[config.mk]
export PLATFORM = sky130hd
export DESIGN_NAME = pdm_mic_frontend
export DESIGN_NICKNAME = d
export VERILOG_FILES = /design/src/rtl/pdm_mic_frontend.sv
export SDC_FILE = /design/constraint.sdc
export NUM_CORES = 1
export LEC_CHECK = 0
export CORE_MARGIN = 2
export CORE_UTILIZATION = 56
export DETAILED_ROUTE_END_ITERATION = 8
export GPL_TIMING_DRIVEN = 0
export PLACE_DENSITY = 0.82
export SLEW_MARGIN = 30
export SYNTH_ARGS = -nofsm -noshare
export SYNTH_HDL_FRONTEND = slang
export SYNTH_SLANG_ARGS = --single-unit
[constraint.sdc]
create_clock -name clk -period 2.75 [get_ports clk]
set_input_delay 0.55 -clock clk [delete_from_list [all_inputs] [get_ports clk]]
set_output_delay 0.55 -clock clk [all_outputs]
set_load 0.03 [all_outputs]
[src/rtl/pdm_mic_frontend.sv]
// PDM microphone front end: shared mic clock, dual-phase capture of 8 stereo lines,
// CIC-1 decimation and a 16-sample frame stream. Optional macro: PDM_SATURATE_EN.
module pdm_mic_frontend #(
    parameter int CLK_DIV    = 8,
    parameter int DECIM_LOG2 = 8
) (
    input  logic                  clk,
    input  logic                  rst_n,
    output logic                  pdm_clk,
    input  logic [7:0]            pdm_data,
    output logic [DECIM_LOG2-1:0] sample_data,
    output logic [3:0]            sample_chan,
    output logic                  sample_last,
    output logic                  sample_valid,
    input  logic                  sample_ready,
    output logic                  overflow,
    output logic                  dbg_state_o
);
`ifdef PDM_SATURATE_EN
    localparam int AW = DECIM_LOG2 + 1;
`else
    localparam int AW = DECIM_LOG2;
`endif
    localparam int DW = $clog2(CLK_DIV);

    typedef enum logic {IDLE = 1'b0, SEND = 1'b1} state_t;

    logic [DW-1:0]         div_q, div_d;
    logic                  pdm_clk_q, pdm_clk_d;
    logic [7:0]            pdm_q;
    logic [DECIM_LOG2-1:0] period_q, period_d;
    logic [AW-1:0]         acc_q [16];
    logic [AW-1:0]         acc_d [16];
    logic [AW-1:0]         cnt_w [16];
    logic [DECIM_LOG2-1:0] buf_q [16];
    logic [DECIM_LOG2-1:0] buf_d [16];
    state_t                state_q, state_d;
    logic [3:0]            idx_q, idx_d, idx_nx;
    logic                  valid_q, valid_d, last_q, last_d, ovf_q, ovf_d;
    logic [DECIM_LOG2-1:0] data_q, data_d;
    logic [3:0]            chan_q, chan_d;
    logic                  phase_end, snap, hs, frame_done;

    // Count of ones in a window -> signed PCM, offset by half scale.
    function automatic logic [DECIM_LOG2-1:0] to_pcm(input logic [AW-1:0] cnt);
`ifdef PDM_SATURATE_EN
        if (cnt[AW-1]) return {1'b0, {(DECIM_LOG2-1){1'b1}}};
`endif
        return {~cnt[DECIM_LOG2-1], cnt[DECIM_LOG2-2:0]};
    endfunction

    assign phase_end = (div_q == DW'(CLK_DIV - 1));
    assign snap      = phase_end && pdm_clk_q && (period_q == '1);
    assign idx_nx    = idx_q + 4'd1;
    // Stream: a sample moves when sample_valid && sample_ready at a clock edge; once raised,
    // valid and the payload hold until that handshake, and ready never reaches an output.
    assign hs         = valid_q && sample_ready;
    assign frame_done = (state_q == SEND) && hs && (idx_q == 4'd15);

    always_comb begin
        div_d     = phase_end ? '0 : div_q + DW'(1);
        pdm_clk_d = phase_end ? ~pdm_clk_q : pdm_clk_q;
        period_d  = (phase_end && pdm_clk_q) ? period_q + DECIM_LOG2'(1) : period_q;
        for (int i = 0; i < 8; i++) begin
            cnt_w[2*i]     = acc_q[2*i];
            cnt_w[2*i+1]   = acc_q[2*i+1] + AW'(pdm_q[i]);
            acc_d[2*i]     = acc_q[2*i];
            acc_d[2*i+1]   = acc_q[2*i+1];
            if (phase_end && !pdm_clk_q) acc_d[2*i]   = acc_q[2*i] + AW'(pdm_q[i]);
            if (phase_end && pdm_clk_q)  acc_d[2*i+1] = cnt_w[2*i+1];
            if (snap) begin
                acc_d[2*i]   = '0;
                acc_d[2*i+1] = '0;
            end
        end
    end

    always_comb begin
        state_d = state_q;
        idx_d   = idx_q;
        buf_d   = buf_q;
        valid_d = valid_q;
        data_d  = data_q;
        chan_d  = chan_q;
        last_d  = last_q;
        ovf_d   = ovf_q;
        case (state_q)
            IDLE: ;
            SEND: begin
                if (hs) begin
                    if (idx_q == 4'd15) begin
                        state_d = IDLE;
                        valid_d = 1'b0;
                    end else begin
                        idx_d  = idx_nx;
                        data_d = buf_q[idx_nx];
                        chan_d = idx_nx;
                        last_d = (idx_nx == 4'd15);
                    end
                end
            end
            default: state_d = IDLE;
        endcase
        // A finishing frame frees the buffer in time for a coincident snapshot.
        if (snap) begin
            if (state_q == IDLE || frame_done) begin
                for (int c = 0; c < 16; c++) buf_d[c] = to_pcm(cnt_w[c]);
                state_d = SEND;
                idx_d   = 4'd0;
                valid_d = 1'b1;
                data_d  = to_pcm(cnt_w[0]);
                chan_d  = 4'd0;
                last_d  = 1'b0;
            end else begin
                ovf_d = 1'b1;
            end
        end
    end

    always_ff @(posedge clk or negedge rst_n) begin
        if (!rst_n) begin
            div_q     <= '0;
            pdm_clk_q <= 1'b0;
            pdm_q     <= '0;
            period_q  <= '0;
            acc_q     <= '{default: '0};
            buf_q     <= '{default: '0};
            state_q   <= IDLE;
            idx_q     <= '0;
            valid_q   <= 1'b0;
            data_q    <= '0;
            chan_q    <= '0;
            last_q    <= 1'b0;
            ovf_q     <= 1'b0;
        end else begin
            div_q     <= div_d;
            pdm_clk_q <= pdm_clk_d;
            pdm_q     <= pdm_data;
            period_q  <= period_d;
            acc_q     <= acc_d;
            buf_q     <= buf_d;
            state_q   <= state_d;
            idx_q     <= idx_d;
            valid_q   <= valid_d;
            data_q    <= data_d;
            chan_q    <= chan_d;
            last_q    <= last_d;
            ovf_q     <= ovf_d;
        end
    end

    assign pdm_clk      = pdm_clk_q;
    assign sample_data  = data_q;
    assign sample_chan  = chan_q;
    assign sample_last  = last_q;
    assign sample_valid = valid_q;
    assign overflow     = ovf_q;
    assign dbg_state_o  = state_q;
endmodule

==> results by group <==
Setup path
  – Crit start category: flip-flop
  – Count of cells along the worst register-to-register path: 9
  – Slack of the worst reg-to-reg path: 0.15 ns
  – Endpoint type of the worst setup path: flip-flop
  – Critical path required time: approximately 3.2 ns
  – Slowest library cell on the worst path: sky130_fd_sc_hd__or3_1
  – Kind of critical path: flip-flop to flip-flop
  – Arrival time worst endpoint: 3.04 ns
  – Crit path largest cell delay: between 0.5 and 0.6 ns
  – CP max FO: 10
  – Startpoint of the worst-slack reg-to-reg timing path: div_q[0]
  – Critical Path Most Common Cell: sky130_fd_sc_hd__buf_4
  – Worst r2r dst: acc_q[51]
  – Cell-by-cell listing of the critical path: ha_1 > ha_2 > and2_1 > buf_4 > nand3_2 > or3_1 > buf_4 > nand2_2 > o31ai_1

Job
  – Max_cap viols: 0

Global route
  – Global-route wire length before repair: 60200 um
  – Number of global-route vias before repair: ~11000
  – Maximum number of pins on one net before global-route repair: 86
  – GRT Overall Usage: 29.5%
  – Total overflow reported by the global router: 0
  – Antenna violations before repair: 0

Cells and area
  – Most common library cell in the layout ignoring fill and taps: sky130_fd_sc_hd__nand2_1
  – Layout area overhead: 14.2%
  – Layout Cells excl Fill: 1854
  – Most frequent cells in the layout: sky130_fd_sc_hd__nand2_1 (448), sky130_fd_sc_hd__dfrtp_1 (296), sky130_fd_sc_hd__o21ai_0 (159), sky130_fd_sc_hd__nor2_1 (82)
  – Fin nets: 1554
  – Diode insertion count for antenna repair: 0
  – Share of cells above drive strength 1: 10.1%
  – Final core area utilization: 65.3%

Yosys
  – Number of nets produced by synthesis: 1490
  – Count of mapped cells out of synthesis: 1442
  – Synthesized cell area: 13900 um2
  – Mean area per synthesized cell: a little under 10 um2
  – Yosys warning count: 0
  – Unique cell type count in the Yosys netlist: 42
  – Flip-flop and latch count after synthesis: ~300
  – Sequential element share of the synthesized area: approximately 53%

Die
  – Initial Util: 57.1%
  – Die boundary height: 162 um
  – Overall die width: roughly 160 um
  – Core Region: 24400 um2
  – Die ar.: 26200 um2
  – Count of pins on the block boundary: 28
  – Site row count: 57

STA
  – Headroom to the max-slew limit: 45.0%
  – Number of max-slew violations in the final report: 0
  – Slew @ Worst Pin: 0.823 ns
  – Final setup viols: 0
  – Largest clock skew in the final design: 0.00959 ns
  – Share of the cycle needed by the critical path after routing: a little over nine tenths
  – Final min period: 2.60 ns
  – Worst Hold Margin: -0.00314 ns
  – Final hold vios: 1
  – Top achievable clock speed: 0.384 GHz
  – Total negative slack: 0 ns

Pwr
  – Static Leakage: 7.53 nW
  – Pwr Density: 676 nW/um2
  – IR drop worst, VDD: approximately 0.00056 V
  – Overall Power: 10.8 mW

Clock network
  – Bufs on Longest Clock Path: 3
  – TritonCTS clock tree: built
  – H-tree Lvls: 1
  – Inserted Clock Buffers: 30
  – Root Driver: sky130_fd_sc_hd__clkbuf_16
  – Clock transition at the register clock pins on the worst setup and hold paths after CTS: 0.06 ns
  – Number of clock sinks: about 300
  – CTS Hold Bufs: 0
  – Clock latency on the worst-skew pair: 0.56 ns

Drt
  – Final routed wire length divided by cell count: 20.3 um
  – Number of DRC markers after the initial detailed-route iteration: 1248
  – Number of vias per cell after detailed routing: between 6 and 7
  – Final ANT Viol Nets: 0
  – Vias after detailed routing: 11151
  – Routed wire length: 37700 um
  – Number of remaining DRC errors: 0
  – Pre-antenna DRT Iters: 5

Status
  – Outcome: finished, violations left
  – Failing checks: negative hold slack

Place
  – Instance count after placement with tap cells included: 1797
  – Count of input and output buffers: 27
  – Sum of net half-perimeters after detailed placement: 26800 um
  – Placer congestion estimate: 0.957

Worst hold path
  – Min-Delay Path Class: input port to async pin
## state kept, by name (all words and copies together), names as in the netlist, 3 cells and up, named ones only
register     count
buf_q          128
acc_q          128
pdm_q            8
idx_q            4
sample_data      8
period_q         8
div_q            3
sample_chan      4
## worst max path at each step
stage | from | endpoint | slack, ns
6_report | div_q[0] | acc_q[51] | 0.15
5_1_grt | div_q[0] | acc_q[80] | -0.005
3_3_place_gp | rst_n | acc_q[90] | -11.47
3_5_place_dp | idx_q[0] | sample_data[0] | -0.57
4_1_cts | div_q[0] | acc_q[51] | 0.01
2_1_floorplan | idx_q[0] | sample_data[7] | 0.05
## synthesized netlist by cell type, drive strengths merged
master  count  area share, %
a21o       10           0.54
clkbuf     37            1.0
or3         2          0.090
nand2     450             12
nor3        2           0.15
or2         1          0.045
a311o       1          0.072
o21ai     164            5.9
inv         2          0.054
and2        4           0.18
nand3      56            2.0
a22oi      17           0.92
a21oi      16           0.57
buf        43            1.6
o21bai      1          0.054
mux4       32            5.2
o31ai       8           0.43
nand2b      7           0.31
nor3b       1          0.054
a31oi       2          0.090
dfrtp     296             53
xnor2      48            3.0
mux2i       8           0.57
nor2       83            2.2
nand4      11           0.49
xor2       54            3.4
and3       35            1.6
and4        4           0.25
a22o        2           0.13
nand3b      5           0.27
a311oi      1          0.063
ha         37            3.3
o211ai      1          0.054
nor2b       1          0.045
## stage by stage
step	hold slack [ns]	area [um2]	setup slack [ns]
finish	-0.00314	15900	0.148
global route	0.0343	15900	-0.00475
CTS	0.0142	15900	0.0115
detailed placement	0.420	14700	-0.572
global placement	0.416	14600	-11.47
floorplan	0.254	13900	0.0530
## kinds of logic after synthesis
logic type,count (synthesis),share of synthesized area [%]
XOR/XNOR,102,6.41
AND/OR/NAND/NOR,662,19.9
adder cells (fa/ha/maj),37,3.32
AO/OA/AOI/OAI,223,8.81
buffers and inverters,82,2.68
flip-flops,296,53.1
multiplexers,40,5.75
## power by group
group	switching [mW]	internal, mW	total (mW)
clock	1.71	2.70	4.41
sequential	0.143	4.50	4.64
combinational	1.05	0.665	1.71
total	2.90	7.87	10.8
## critical path: cells and delay by family (launching register included)
| family | cells | cell delay [ns] |
|---|---|---|
| flops | 1 | 0.35 |
| fa+ha+maj | 2 | 0.38 |
| buf+inv | 2 | 0.50 |
| compound gates | 1 | 0.12 |
| simple gates | 4 | 1.12 |
## routing by layer
metal  up-vias  global-route usage, %  routed length [um]  share of wire [%]
li1       4979                      -                   -                  -
met2       501                   49.1               18300                 49
met5         -                      0                   0                  0
met3       110                   5.41                2940                7.8
met4         0                   12.5                1630                4.3
met1      5561                   38.5               14800                 39
## timing repair
action,4_1_cts,5_1_grt
setup endpoints to repair,229,240
pin swaps,1,0
gates resized for setup,12,32
buffers inserted,3,0
## cell type report
| cell class | count | area (um2) |
|---|---|---|
| buffer | 78 | 410 |
| clock buffer | 48 | 940 |
| clock inverter | 8 | 140 |
| fill | 1871 | 8470 |
| inverter | 2 | 7.51 |
| multi-input combinational | 1064 | 6200 |
| sequential | 296 | 7410 |
| tap | 324 | 405 |
| timing repair buffer | 34 | 408 |
Note: power is estimated with default switching activity, not from simulation.
